### config.mk
export PLATFORM = sky130hd
export DESIGN_NAME = led_seq_ctrl
export DESIGN_NICKNAME = d
export VERILOG_FILES = /design/src/rtl/led_pkg.sv /design/src/rtl/led_seq_ch.sv /design/src/rtl/led_seq_ctrl.sv
export SDC_FILE = /design/constraint.sdc
export NUM_CORES = 1
export LEC_CHECK = 0
export CAP_MARGIN = 20
export CORE_MARGIN = 2
export CORE_UTILIZATION = 45
export CTS_CLUSTER_DIAMETER = 100
export CTS_CLUSTER_SIZE = 20
export DETAILED_ROUTE_END_ITERATION = 8
export DONT_BUFFER_PORTS = 1
export SYNTH_ARGS = -nofsm -noshare
export SYNTH_HDL_FRONTEND = slang
export SYNTH_SLANG_ARGS = --single-unit
### constraint.sdc
create_clock -name clk -period 9.72 [get_ports clk]
set_input_delay 0.972 -clock clk [delete_from_list [all_inputs] [get_ports clk]]
set_output_delay 0.972 -clock clk [all_outputs]
set_load 0.01 [all_outputs]
### src/rtl/led_pkg.sv
// Shared definitions for the LED mode controller: mode encodings, the
// active LED polarity and a width helper used to size counters.
// Build option: LED_ACTIVE_HIGH_EN selects an active-high LED polarity.
package led_pkg;

    typedef enum logic [1:0] {
        MODE_OFF    = 2'd0,
        MODE_ON     = 2'd1,
        MODE_BREATH = 2'd2,
        MODE_BLINK  = 2'd3
    } led_mode_e;

`ifdef LED_ACTIVE_HIGH_EN
    localparam logic LED_LIT = 1'b1;
`else
    localparam logic LED_LIT = 1'b0;
`endif
    localparam logic LED_DARK = ~LED_LIT;

    // Number of bits required to hold the value itself (not value-1).
    function automatic int get_width(input int value);
        int w;
        w = 1;
        for (int i = 1; i < 32; i++) begin
            if ((value >> i) != 32'sd0) begin
                w = i + 1;
            end else begin
                w = w;
            end
        end
        return w;
    endfunction

endpackage

### src/rtl/led_seq_ch.sv
// One LED channel: mode, brightness level and ramp direction registers.
// The level only moves on the period tick, so the PWM compare always sees
// a whole period at one duty cycle. The LED output is registered from the
// next-cycle counter and level so it lines up with the shared counter.
module led_seq_ch
    import led_pkg::*;
#(
    parameter int CNT_NUM   = 2400,
    parameter int CNT_WIDTH = get_width(CNT_NUM)
) (
    input  logic                 clk,
    input  logic                 rst,
    input  logic                 tick,
    input  logic                 blink_phase_nxt,
    input  logic [CNT_WIDTH-1:0] cnt_nxt,
    input  logic                 apply,
    input  led_mode_e            apply_mode,
    output led_mode_e            mode,
    output logic                 led
);

    localparam logic [CNT_WIDTH-1:0] LVL_ZERO = {CNT_WIDTH{1'b0}};
    localparam logic [CNT_WIDTH-1:0] LVL_MAX  = CNT_WIDTH'(CNT_NUM);
    localparam logic [CNT_WIDTH-1:0] LVL_TOP  = CNT_WIDTH'(CNT_NUM - 1);
    localparam logic [CNT_WIDTH-1:0] LVL_ONE  = CNT_WIDTH'(1);

    led_mode_e            mode_q,  mode_d;
    logic [CNT_WIDTH-1:0] level_q, level_d;
    logic                 dir_q,   dir_d;
    logic                 led_q,   led_d;

    // Per-tick level update: a freshly applied mode wins over normal stepping.
    always_comb begin
        mode_d  = mode_q;
        level_d = level_q;
        dir_d   = dir_q;
        if (tick) begin
            if (apply) begin
                mode_d = apply_mode;
                case (apply_mode)
                    MODE_OFF:    level_d = LVL_ZERO;
                    MODE_ON:     level_d = LVL_MAX;
                    MODE_BLINK:  level_d = blink_phase_nxt ? LVL_MAX : LVL_ZERO;
                    MODE_BREATH: begin
                        // Restart the triangle from the bottom, climbing.
                        level_d = LVL_ZERO;
                        dir_d   = 1'b0;
                    end
                    default:     level_d = LVL_ZERO;
                endcase
            end else begin
                case (mode_q)
                    MODE_OFF:    level_d = LVL_ZERO;
                    MODE_ON:     level_d = LVL_MAX;
                    MODE_BLINK:  level_d = blink_phase_nxt ? LVL_MAX : LVL_ZERO;
                    MODE_BREATH: begin
                        // Each extreme is held for one tick while the direction flips.
                        if (!dir_q) begin
                            if (level_q >= LVL_TOP) begin
                                dir_d = 1'b1;
                            end else begin
                                level_d = level_q + LVL_ONE;
                            end
                        end else begin
                            if (level_q == LVL_ZERO) begin
                                dir_d = 1'b0;
                            end else begin
                                level_d = level_q - LVL_ONE;
                            end
                        end
                    end
                    default:     level_d = LVL_ZERO;
                endcase
            end
        end else begin
            level_d = level_q;
        end
        led_d = (cnt_nxt < level_d) ? LED_LIT : LED_DARK;
    end

    // Channel state registers with asynchronous active-low reset.
    always_ff @(posedge clk or negedge rst) begin
        if (!rst) begin
            mode_q  <= MODE_OFF;
            level_q <= LVL_ZERO;
            dir_q   <= 1'b0;
            led_q   <= LED_DARK;
        end else begin
            mode_q  <= mode_d;
            level_q <= level_d;
            dir_q   <= dir_d;
            led_q   <= led_d;
        end
    end

    assign mode = mode_q;
    assign led  = led_q;

endmodule

### src/rtl/led_seq_ctrl.sv
// Multi-channel LED mode controller. A shared PWM period counter drives
// CH_NUM channel sequencers; a one-entry command slot defers mode changes
// to the next period boundary so no channel ever sees a partial period.
// Build option: LED_ACTIVE_HIGH_EN (see led_pkg) inverts LED polarity.
module led_seq_ctrl
    import led_pkg::*;
#(
    parameter int CH_NUM    = 4,
    parameter int CNT_NUM   = 2400,
    parameter int BLINK_DIV = 250
) (
    input  logic                clk,
    input  logic                rst,
    input  logic                cmd_valid,
    output logic                cmd_ready,
    input  logic [3:0]          cmd_ch,
    input  logic [1:0]          cmd_mode,
    output logic [CH_NUM-1:0]   led,
    output logic [2*CH_NUM-1:0] ch_mode,
    output logic                tick
);

    localparam int CNT_WIDTH = get_width(CNT_NUM);
    localparam int BLK_WIDTH = get_width(BLINK_DIV);

    localparam logic [CNT_WIDTH-1:0] CNT_LAST = CNT_WIDTH'(CNT_NUM - 1);
    localparam logic [BLK_WIDTH-1:0] BLK_LAST = BLK_WIDTH'(BLINK_DIV - 1);
    // With a one-cycle period every cycle ends a period.
    localparam logic TICK_RST = (CNT_NUM == 1) ? 1'b1 : 1'b0;

    logic [CNT_WIDTH-1:0] cnt_q,       cnt_d;
    logic                 tick_q,      tick_d;
    logic [BLK_WIDTH-1:0] blink_cnt_q, blink_cnt_d;
    logic                 blink_phase_q, blink_phase_d;
    logic                 pend_q,      pend_d;
    logic [3:0]           pend_ch_q,   pend_ch_d;
    led_mode_e            pend_mode_q, pend_mode_d;
    logic                 apply_s;

    // Period counter wrap and the registered end-of-period flag.
    always_comb begin
        if (tick_q) begin
            cnt_d = {CNT_WIDTH{1'b0}};
        end else begin
            cnt_d = cnt_q + CNT_WIDTH'(1);
        end
        tick_d = (cnt_d == CNT_LAST);
    end

    // Blink divider: the phase flips on every BLINK_DIV-th period tick.
    always_comb begin
        blink_cnt_d   = blink_cnt_q;
        blink_phase_d = blink_phase_q;
        if (tick_q) begin
            if (blink_cnt_q == BLK_LAST) begin
                blink_cnt_d   = {BLK_WIDTH{1'b0}};
                blink_phase_d = ~blink_phase_q;
            end else begin
                blink_cnt_d   = blink_cnt_q + BLK_WIDTH'(1);
            end
        end else begin
            blink_cnt_d = blink_cnt_q;
        end
    end

    // Command slot: capture when empty, release on the next period tick.
    // A capture and a release can never coincide because ready is low
    // whenever the slot is full.
    always_comb begin
        pend_d      = pend_q;
        pend_ch_d   = pend_ch_q;
        pend_mode_d = pend_mode_q;
        apply_s     = 1'b0;
        if (pend_q) begin
            if (tick_q) begin
                apply_s = 1'b1;
                pend_d  = 1'b0;
            end else begin
                pend_d  = 1'b1;
            end
        end else if (cmd_valid) begin
            pend_d      = 1'b1;
            pend_ch_d   = cmd_ch;
            pend_mode_d = led_mode_e'(cmd_mode);
        end else begin
            pend_d = 1'b0;
        end
    end

    // Shared timing and command registers with asynchronous active-low reset.
    always_ff @(posedge clk or negedge rst) begin
        if (!rst) begin
            cnt_q         <= {CNT_WIDTH{1'b0}};
            tick_q        <= TICK_RST;
            blink_cnt_q   <= {BLK_WIDTH{1'b0}};
            blink_phase_q <= 1'b0;
            pend_q        <= 1'b0;
            pend_ch_q     <= 4'd0;
            pend_mode_q   <= MODE_OFF;
        end else begin
            cnt_q         <= cnt_d;
            tick_q        <= tick_d;
            blink_cnt_q   <= blink_cnt_d;
            blink_phase_q <= blink_phase_d;
            pend_q        <= pend_d;
            pend_ch_q     <= pend_ch_d;
            pend_mode_q   <= pend_mode_d;
        end
    end

    assign tick      = tick_q;
    assign cmd_ready = ~pend_q;

    // Out-of-range channel indices match no instance and are simply dropped.
    for (genvar i = 0; i < CH_NUM; i++) begin : g_ch
        led_mode_e mode_s;
        logic      apply_ch_s;

        assign apply_ch_s = apply_s && (pend_ch_q == 4'(i));

        led_seq_ch #(
            .CNT_NUM   (CNT_NUM),
            .CNT_WIDTH (CNT_WIDTH)
        ) u_ch (
            .clk             (clk),
            .rst             (rst),
            .tick            (tick_q),
            .blink_phase_nxt (blink_phase_d),
            .cnt_nxt         (cnt_d),
            .apply           (apply_ch_s),
            .apply_mode      (pend_mode_q),
            .mode            (mode_s),
            .led             (led[i])
        );

        assign ch_mode[2*i +: 2] = mode_s;
    end

endmodule

---- Word-level counts from Yosys, hierarchy flattened ----
Cells that the tools add are included.
storage, ports and cells
  flip-flop bits (word level) ............. 93
  output and inout bits ................... 14
  word-level logic and storage cells ...... 155
operators by class
  $add $sub $neg .......................... 10
  magnitude comparators ................... 8
  eq/ne operators ......................... 24
  multiplexer cells ....................... 60
  bitwise operators ....................... 2
  reduce and logical (&&, ||, !) cells .... 28
operators with widths
  kind                   number
  $mux 12                22
  $pmux 12 s4            4
  $add 12x1->12 const B  5
  $ge 12x12->1 const B   4
  $logic_not 12->1       4
  $lt 12x12->1           4
  $sub 12x1->12 const B  4
  $pmux 12 s3            1
  $mux 1                 32
  $eq 2x2->1 const B     10
  $eq 12x12->1 const B   1
  $reduce_and 3->1       4
  $eq 2x1->1 const B     5
  $logic_not 2->1        5
  $reduce_and 2->1       5
  $add 8x1->8 const B    1
  $eq 4x2->1 const B     2
  $eq 8x8->1 const B     1
  $mux 8                 1
  $ne 2x1->1 const B     4
  $reduce_bool 2->1      4
  $eq 4x1->1 const B     1
  $logic_and 1x1->1      4
  $logic_not 4->1        1
  2 further kinds        3

---- Depth between registers and ports, before layout ----
Gate-level depths: netlist of run 1.
  depth in word-level cells ............... 9
  mapped depth ............................ 16

---- By module ----
From an unflattened synthesis of run 1, not the netlist that was laid out.
unflattened totals
  cell total of the unflattened synthesis .. 911
  area total of the unflattened synthesis .. 7,980.2 um^2
by module, submodules not included
  module                         times used  cells an instance  area an instance (um^2)
  led_seq_ch (g_ch[0].u_ch ...)  2           191                1,615.3
  led_seq_ch (g_ch[1].u_ch)      1           201                1,672.9
  led_seq_ch (g_ch[3].u_ch)      1           191                1,605.3
  led_seq_ctrl                   1           137                1,471.4

---- Least setup slack after synthesis of run 1 ----
OpenSTA, ideal clock, no wires.
  path kind ............................... register -> register
  from .................................... register g_ch[3].u_ch.level_q[5]
  to ...................................... register g_ch[3].u_ch.led_q
  setup time .............................. 82 ps
  arrival ................................. 3,196 ps
  required time ........................... 9,638 ps
  path slack .............................. 6,442 ps
  stages on the path, launching flop included .. 15
  clock period less this slack ............ 3,278 ps
  path through ............................ dfrtp_1 > clkbuf_1 > or4_1 > o221ai_2 > a22oi_1 > o31ai_1 > a32oi_1 > o21a_1 > ha_1 > a21o_1 > a21o_1 > a211oi_1 > o21bai_1 > a21o_1 > a211o_1
on the way
  word-level cells in the longest chain between the ends .. 8
  elaborated cells on any way between the ends .. 12
  those cells by class .................... add/sub (2); order compare (2); mux (7); reduce/logical (1)
RTL lines
  element                                line                                RTL
  start, declared                        led_seq_ch.sv:28                    logic [CNT_WIDTH-1:0] level_q, level_d;
  start signal, assigned                 led_seq_ch.sv:90                    level_q <= level_d;
  $add 12x1->12 (tied with other cells)  led_seq_ch.sv:62                    level_d = level_q + LVL_ONE;
  $mux 12, on equally long branches      led_seq_ch.sv:59, led_seq_ch.sv:65
  $mux 12                                led_seq_ch.sv:58                    if (!dir_q) begin
  $pmux 12 s4                            led_seq_ch.sv:52                    case (mode_q)
  $mux 12                                led_seq_ch.sv:38                    if (apply) begin
  $mux 12 (*)                            led_seq_ch.sv:37                    if (tick) begin
  $lt 12x12->1 (*)                       led_seq_ch.sv:78                    led_d = (cnt_nxt < level_d) ? LED_LIT : LED_DARK;
  $mux 1 (*)                             led_seq_ch.sv:78
  net g_ch[3].u_ch.led_d                 led_seq_ch.sv:30                    logic led_q, led_d;
  end signal, assigned                   led_seq_ch.sv:92                    led_q <= led_d;
  end, declared                          led_seq_ch.sv:30
Mark *: on every way through the listed nets, which the timed path passes. The rest lies on a longest branch.
A chain may end at the register's enable or synchronous reset.

---- Worst setup path after layout of run 1 ----
  from .................................... register tick_q, in the netlist tick
  to ...................................... register g_ch[0].u_ch.led_q
on the way
  word-level cells in the longest chain between the ends .. 7
  elaborated cells on any way between the ends .. 12
  those cells by class .................... order compare (1); mux (10); reduce/logical (1)
RTL lines
  element                                            line                                RTL
  start, declared                                    led_seq_ctrl.sv:32                  logic tick_q, tick_d;
  start signal, assigned                             led_seq_ctrl.sv:102                 tick_q <= tick_d;
  $mux 1 (*)                                         led_seq_ctrl.sv:54                  if (tick_q) begin
  net blink_phase_d                                  led_seq_ctrl.sv:34                  logic blink_phase_q, blink_phase_d;
  $mux 12 (*)                                        led_seq_ch.sv:43, led_seq_ch.sv:55
  $pmux 12 s4 / $pmux 12 s3 (equally long branches)  led_seq_ch.sv:52, led_seq_ch.sv:40
  $mux 12 (*)                                        led_seq_ch.sv:38
  $mux 12 (*)                                        led_seq_ch.sv:37
  $lt 12x12->1 (*)                                   led_seq_ch.sv:78
  $mux 1 (*)                                         led_seq_ch.sv:78
  net g_ch[0].u_ch.led_d                             led_seq_ch.sv:30
  end signal, assigned                               led_seq_ch.sv:92
  end, declared                                      led_seq_ch.sv:30
Marks and branches as above.

==> impl_results.md, run 1 <==
- Mapped cell area: 7968 um2
- Adder-cell share of the synthesized area: 0.08794
- Initial antenna violation count: 0
- Fin crit share: 0.4057
- Ratio of cells with drive above 1 in the final layout: 0.06798
- Ys async rst share: 1.000
- Ys Warns: 0
- Req. time, crit path: 10.00 ns
- Die area: 18,790 um2
- Max-cap check violation count: 0
- Final setup viols: 0
- DR iter-0 viols: 581
- Longest Clk Path Bufs: 2
- TNS Setup: 0 ns
- Compound-Gate Fraction of Synth Area: 0.2853
- Sequential element share of the synthesized area: 0.2927
- Mux share of post-synthesis cell area: 0.02261
- Post-Synth XOR/XNOR Area: 0.01319
- Fin. Hold Viols: 0
- TritonCTS Sinks: 93
- Remaining DRCs: 0
- Final ANT Viol Nets: 0
- CTS root buffer: clkbuf_16
- Core Region: 17,300 um2
- Slew @ Worst Pin: 0.8714 ns
- Area grow syn2layout: 4.680%
- Worst-path cell chain: nand4b_1 -> nor3_1 -> nor2_1 -> inv_1 -> o21ai_1 -> a21oi_1 -> a311oi_1 -> ha_1 -> a2111oi_0 -> o21ai_0 -> o211ai_1 -> a21oi_1 -> a311oi_1 -> nor2_1
- EDFF count, synth: 0
- Die Wd: 137.1 um
- CP max stage cell: dfrtp_2
- Core Util, Final: 0.4822
- DRT Pass-1 Iters: 5
- Fillcell total: 1,734
- Final Max Tran Viols: 0
- Register bit total from synthesis: 93
- Largest net degree at the start of global routing: 94
- Gp weighted congestion: 0.8755
- Avg Inst Size Synth: 8.396 um2
- Simple-gate share of the synthesized area: 0.2509
- Status: complete, no violations
- PostCTS Resize Cnt: 0
- CP max stage delay: 0.75 ns
- Final nets: 972
- Tmin final: 3.944 ns
- Clock Skew: 0.009228 ns
- Grt total ovfl: 0
- Top cell type by total area after synthesis: dfrtp_1
- Worst Path Max Fanout: 30
- Initial core utilization: 0.4606
- Prevailing post-synth register cell: dfrtp_1
- Num CTS Buffers: 9
- Antenna cells: 0
- Synth cell types: 94
- Site Rows: 48
- Die height: 137.1 um
- Power per Cell Area: 98.09 nW/um2
- Hold Buf Count CTS: 0
- Vias per Instance: 6.467
- WL/cell: 19.66 um
- Clk_lat worst skew: 0.35 ns
- Slew headroom: 0.4182
- Vias: 7,353
- Most area-consuming cells after synthesis: dfrtp_1 28%, ha_1 8.8%, nand2_1 4.1%, nor2_1 3.3%, o21ai_0 3.1%
- TritonCTS clock tree: built
- Post-DP HPWL: 16.03 mm
- Post-synthesis cell count: 949
- Worst Path Arrival: 4.22 ns
- Setup Fix Bufs, Post-CTS: 0
- Largest family of logic cells by synthesized area: compound AO/OA/AOI/OAI gates
- Syn Nets: 1,014
- Drt total wl: 22.35 mm
- Number of I/O pins: 23
- Max IR drop VDD: 0.00009096 V
- Max Clk Rate: 253.6 MHz
- Leak: 0.003311 uW
- CP Class: reg -> reg
- Setup crit end kind: register
- Number of port buffers: 0
- Setup repair after global routing missed its margin: false
- Total Routing Usage GR: 0.2462
- Setup crit start kind: register
- Number of global-route vias before repair: 6,727
- Hold Path Class: in -> async
- Top-area cell type share of the netlist area: 0.2795
- First-pass GRT wire length: 36.14 mm
- H-tree Lvls: 3
- Clock transition at path regs: 0.07 ns
-- power by group --
group | switching, uW | leakage (uW) | internal, uW | total [uW]
clock network | 156 | 0.000144 | 214 | 371
registers | 19.1 | 0.00125 | 396 | 415
logic | 22.1 | 0.00191 | 9.84 | 32.0
-- cell usage in the layout, fill, tap and decap left out, drive strengths merged, types with 27 or more instances in the layout --
cell / n
o31ai: 30
inv: 32
nand3: 32
nand2: 87
nor3: 33
ha: 56
o21ai: 58
nand4: 27
dfrtp: 89
a21oi: 48
nor2: 71
-- sequential cells by signal, indices dropped and copies added, names as in the netlist --
| signal | count |
|---|---|
| pend_q | 1 |
| g_ch.u_ch.mode | 8 |
| cnt_q | 12 |
| g_ch.u_ch.level_q | 48 |
| tick | 1 |
| blink_cnt_q | 8 |
| g_ch.u_ch.dir_q | 4 |
| pend_mode_q | 2 |
| pend_ch_q | 4 |
| blink_phase_q | 1 |
| g_ch.u_ch.led | 4 |
-- logic make-up after synthesis --
group                      count (synthesis)
muxes                                     17
adders and majority gates                 56
DFF                                       93
AOI/OAI and AO/OA                        311
xor gates and xnor gates                  12
buffers and inverters                     91
and+or+nand+nor                          369
-- synthesized netlist by cell type, drive strengths merged, types with 6 or more instances --
master	n
a211o	6
a211oi	14
a21o	22
a21oi	48
a22oi	7
a311oi	9
a31oi	12
a32oi	7
and2	9
and3	8
and4	7
buf	19
clkbuf	39
dfrtp	89
ha	56
inv	32
mux2	8
mux2i	9
nand2	87
nand2b	6
nand3	32
nand4	27
nor2	71
nor2b	23
nor3	33
nor3b	6
nor4	16
o21a	7
o21ai	58
o221ai	7
o22ai	7
o31a	17
o31ai	30
or2	6
or3	8
xor2	7
-- worst paths after layout --
check / from / endpoint / slack [ns] / cells past startpoint
min: rst / g_ch[3].u_ch.level_q[3] / 0.31 / 0
min in group clk: pend_ch_q[2] / pend_ch_q[2] / 0.56 / 1
max reg2reg: tick / g_ch[0].u_ch.led / 5.78 / 14
min reg2reg: pend_ch_q[2] / pend_ch_q[2] / 0.56 / 1
max in group asynchronous: rst / g_ch[2].u_ch.led / 9.15 / 0
max: tick / g_ch[0].u_ch.led / 5.78 / 14
-- metrics by stage --
step | area (um2) | cells | worst slack, ns | hold slack [ns] | total power (uW)
6_report | 8341 | 1137 | 5.776 | 0.3101 | 818.1
3_3_place_gp | 8043 | 1121 | 5.940 | 0.5369 | 452.7
5_1_grt | 8341 | 1137 | 5.410 | 0.2983 | 843.1
2_1_floorplan | 7968 | 949 | 6.442 | 0.4876 | 437.8
3_5_place_dp | 8043 | 1121 | 5.910 | 0.5398 | 452.8
4_1_cts | 8341 | 1137 | 5.859 | 0.3039 | 825.0
-- metal layers --
metal  up-vias  global-route usage  routed length (um)
met1      3532              0.3586               10600
met5         -                   0                   0
met2       211              0.3820               10160
met3        33             0.03481                1247
li1       3577                   -                   -
met4         0             0.06415                 340
-- cell type report --
cell class	instances	area (um2)	share of cell area
Multi-Input combinational cell	765	5266	0.6314
Inverter	33	123.9	0.01485
Clock buffer	15	267.8	0.03210
Tap cell	225	281.5	0.03375
Clock inverter	1	30.03	0.003600
Sequential cell	93	2333	0.2798
Timing Repair Buffer	5	37.54	0.004500
-- worst max-delay path: cells and delay by family, from the launching register on --
| kind | cells | cell delay [ns] |
|---|---|---|
| compound gates | 8 | 1.87 |
| simple gates | 4 | 0.88 |
| flops | 1 | 0.75 |
| fa+ha+maj | 1 | 0.24 |
| buf+inv | 1 | 0.12 |
Note: power is estimated with default switching activity, not from simulation.
==> run 2: changes to the inputs <==
- clock period: 9.72 -> 3.5 ns (I/O delays scaled with it)
==> run 2 against run 1 <==
Against the previous run: sequential share of layout area fell by 2.6 points; first-iteration DRC count decreased by 4.6%; via count rose by 3.9%; power rose to 2.8 times the previous value; flip-flop and latch count unchanged.
==> impl_results.md, run 2 (synthesized netlist as in run 1, its figures left out) <==
- Req. time, crit path: 3.78 ns (was 10.00 ns)
- Worst Path Arrival: 3.63 ns (was 4.22 ns)
- Internal Power: 1717 uW (was 620.5 uW)
- Post-DP HPWL: 17.37 mm (was 16.03 mm)
- Vias: 7,639 (was 7,353)
- Slew headroom: 0.5291 (was 0.4182)
- Final ANT Viol Nets: 0 (unchanged)
- Setup crit start kind: register (unchanged)
- H-tree Lvls: 3 (unchanged)
- Number of I/O pins: 23 (unchanged)
- Slew @ Worst Pin: 0.7038 ns (was 0.8714 ns)
- Grt total ovfl: 0 (unchanged)
- Hold Path Class: in -> reg (was in -> async)
- Antenna cells: 0 (unchanged)
- Final setup viols: 0 (unchanged)
- Non-filler cells, final: 1,216 (was 1,137)
- Biggest register: g_ch.u_ch.level_q (unchanged)
- Fin area: 9214 um2 (was 8341 um2)
- TritonCTS clock tree: built (unchanged)
- Remaining DRCs: 0 (unchanged)
- Max-cap check violation count: 0 (unchanged)
- Clock transition at path regs: 0.07 ns (about the same)
- Initial antenna violation count: 0 (unchanged)
- Num CTS Buffers: 9 (unchanged)
- Die area: 18,790 um2 (unchanged)
- Vias per Instance: 6.282 (was 6.467)
- Fin. Hold Viols: 0 (unchanged)
- WL/cell: 18.96 um (was 19.66 um)
- TNS Setup: 0 ns (unchanged)
- Site Rows: 48 (unchanged)
- Area grow syn2layout: 15.64% (was 4.680%)
- Worst Path Max Fanout: 5 (was 30)
- First-pass GRT wire length: 37.65 mm (was 36.14 mm)
- Setup crit end kind: register (unchanged)
- Tmin final: 3.348 ns (was 3.944 ns)
- Drt total wl: 23.05 mm (was 22.35 mm)
- Initial core utilization: 0.4606 (unchanged)
- CTS root buffer: clkbuf_16 (unchanged)
- Clk pwr share: 0.441 (was 0.453)
- Number of global-route vias before repair: 7,148 (was 6,727)
- Most common cell after layout, fill and taps aside: nand2_1 (was dfrtp_1)
- Max reg flops: 48 (unchanged)
- Max IR drop VDD: 0.0002411 V (was 0.00009096 V)
- DRT Pass-1 Iters: 5 (unchanged)
- Gp weighted congestion: 0.9550 (was 0.8755)
- Fillcell total: 1,649 (was 1,734)
- Most frequent cells in the layout: 87 x nand2_1, 83 x dfrtp_1, 82 x buf_4, 71 x nor2_1, 53 x ha_1 (was 88 x dfrtp_1, 87 x nand2_1, 71 x nor2_1, 56 x ha_1, 50 x o21ai_0)
- P_sw: 583.7 uW (was 197.6 uW)
- Gate power share: 0.062 (was 0.039)
- Final Max Tran Viols: 0 (unchanged)
- Switch share: 0.2537 (was 0.2415)
- Total Routing Usage GR: 0.2555 (was 0.2462)
- CP Class: reg -> reg (unchanged)
- DR iter-0 viols: 554 (was 581)
- Core Region: 17,300 um2 (unchanged)
- Largest net degree at the start of global routing: 94 (unchanged)
- Die height: 137.1 um (unchanged)
- Largest regs: g_ch.u_ch.level_q: 48 flops, cnt_q: 12 flops (unchanged)
- Die Wd: 137.1 um (unchanged)
- Clk_lat worst skew: 0.35 ns (about the same)
- Max Clk Rate: 298.7 MHz (was 253.6 MHz)
- Final nets: 1,051 (was 972)
- TritonCTS Sinks: 93 (unchanged)
- Placed Cells: 1,193 (was 1,121)
- Power per Cell Area: 249.7 nW/um2 (was 98.09 nW/um2)
- Leak: 0.003772 uW (was 0.003311 uW)
- Longest Clk Path Bufs: 2 (unchanged)
- Status: complete, no violations (unchanged)
- Post-Place Cell Area: 8583 um2 (was 8043 um2)
- Sequential power share: 0.498 (was 0.508)
- Fin crit share: 0.9566 (was 0.4057)
- Ratio of cells with drive above 1 in the final layout: 0.1837 (was 0.06798)
- Clock Skew: 0.005312 ns (was 0.009228 ns)
- Number of port buffers: 0 (unchanged)
[run 2: power by group through the flow]
stage          clock (uW)  combinational [uW]  sequential [uW]
5_1_grt              1080                 158             1150
6_report             1010                 142             1150
3_3_place_gp            0                 106             1160
2_1_floorplan           0                72.7             1140
3_5_place_dp            0                 108             1160
4_1_cts              1030                 136             1140
[run 2: final timing paths]
check	start	end	slack [ns]	cells past startpoint
setup / recovery	g_ch[0].u_ch.level_q[1]	g_ch[0].u_ch.led	0.15	14
hold / removal	cmd_mode[1]	pend_mode_q[1]	0.12	2
setup reg to reg	g_ch[0].u_ch.level_q[1]	g_ch[0].u_ch.led	0.15	14
hold reg to reg	pend_ch_q[3]	pend_ch_q[3]	0.53	1
max in group asynchronous	rst	g_ch[0].u_ch.level_q[1]	2.50	2
min in group asynchronous	rst	g_ch[3].u_ch.level_q[9]	0.56	2
[run 2: critical path, stage by stage (launching register included)]
cell and delay, ns:
dfrtp_2 0.45, inv_4 0.09, ha_4 0.14, or4b_4 0.48, buf_4 0.15, nor4_2 0.20
a21oi_1 0.17, nor2b_1 0.18, a311oi_2 0.31, ha_1 0.30, o21a_1 0.19, o211ai_1 0.20
a21oi_2 0.10, a311oi_2 0.24, nor2_1 0.08
[run 2: cell type report]
class,count,area [um2],share of cell area
Timing Repair Buffer,84,653.1,0.07089
Clock inverter,4,47.55,0.005160
Tap cell,225,281.5,0.03055
Multi-Input combinational cell,765,5519,0.5990
Sequential cell,93,2340,0.2539
Clock buffer,12,246.5,0.02675
Inverter,33,126.4,0.01372
[run 2: repair_timing]
item                                   4_1_cts  5_1_grt
endpoints found under the hold margin       93        0
hold buffers                                 2        0
setup buffers                                0        5
setup endpoints to repair                    0        4
resized for setup                            0       54
[run 2: through the flow]
step	utilization	setup WS (ns)	total power [uW]	hold WS, ns
3_3_place_gp	0.4962	0.1580	1268	0.06041
4_1_cts	0.5154	0.06218	2312	0.1143
2_1_floorplan	-	0.2225	1216	0.05441
3_5_place_dp	0.4962	0.08473	1270	0.06104
6_report	0.5327	0.1519	2300	0.1174
5_1_grt	0.5327	-0.06086	2391	0.1280
[run 2: layer usage]
| layer | vias to the layer above | GRT usage | part of all wire |
|---|---|---|---|
| li1 | 3722 | - | - |
| met1 | 3680 | 0.3680 | 0.48 |
| met2 | 210 | 0.3994 | 0.46 |
| met3 | 27 | 0.03556 | 0.049 |
| met4 | 0 | 0.07159 | 0.016 |
| met5 | - | 0 | 0 |
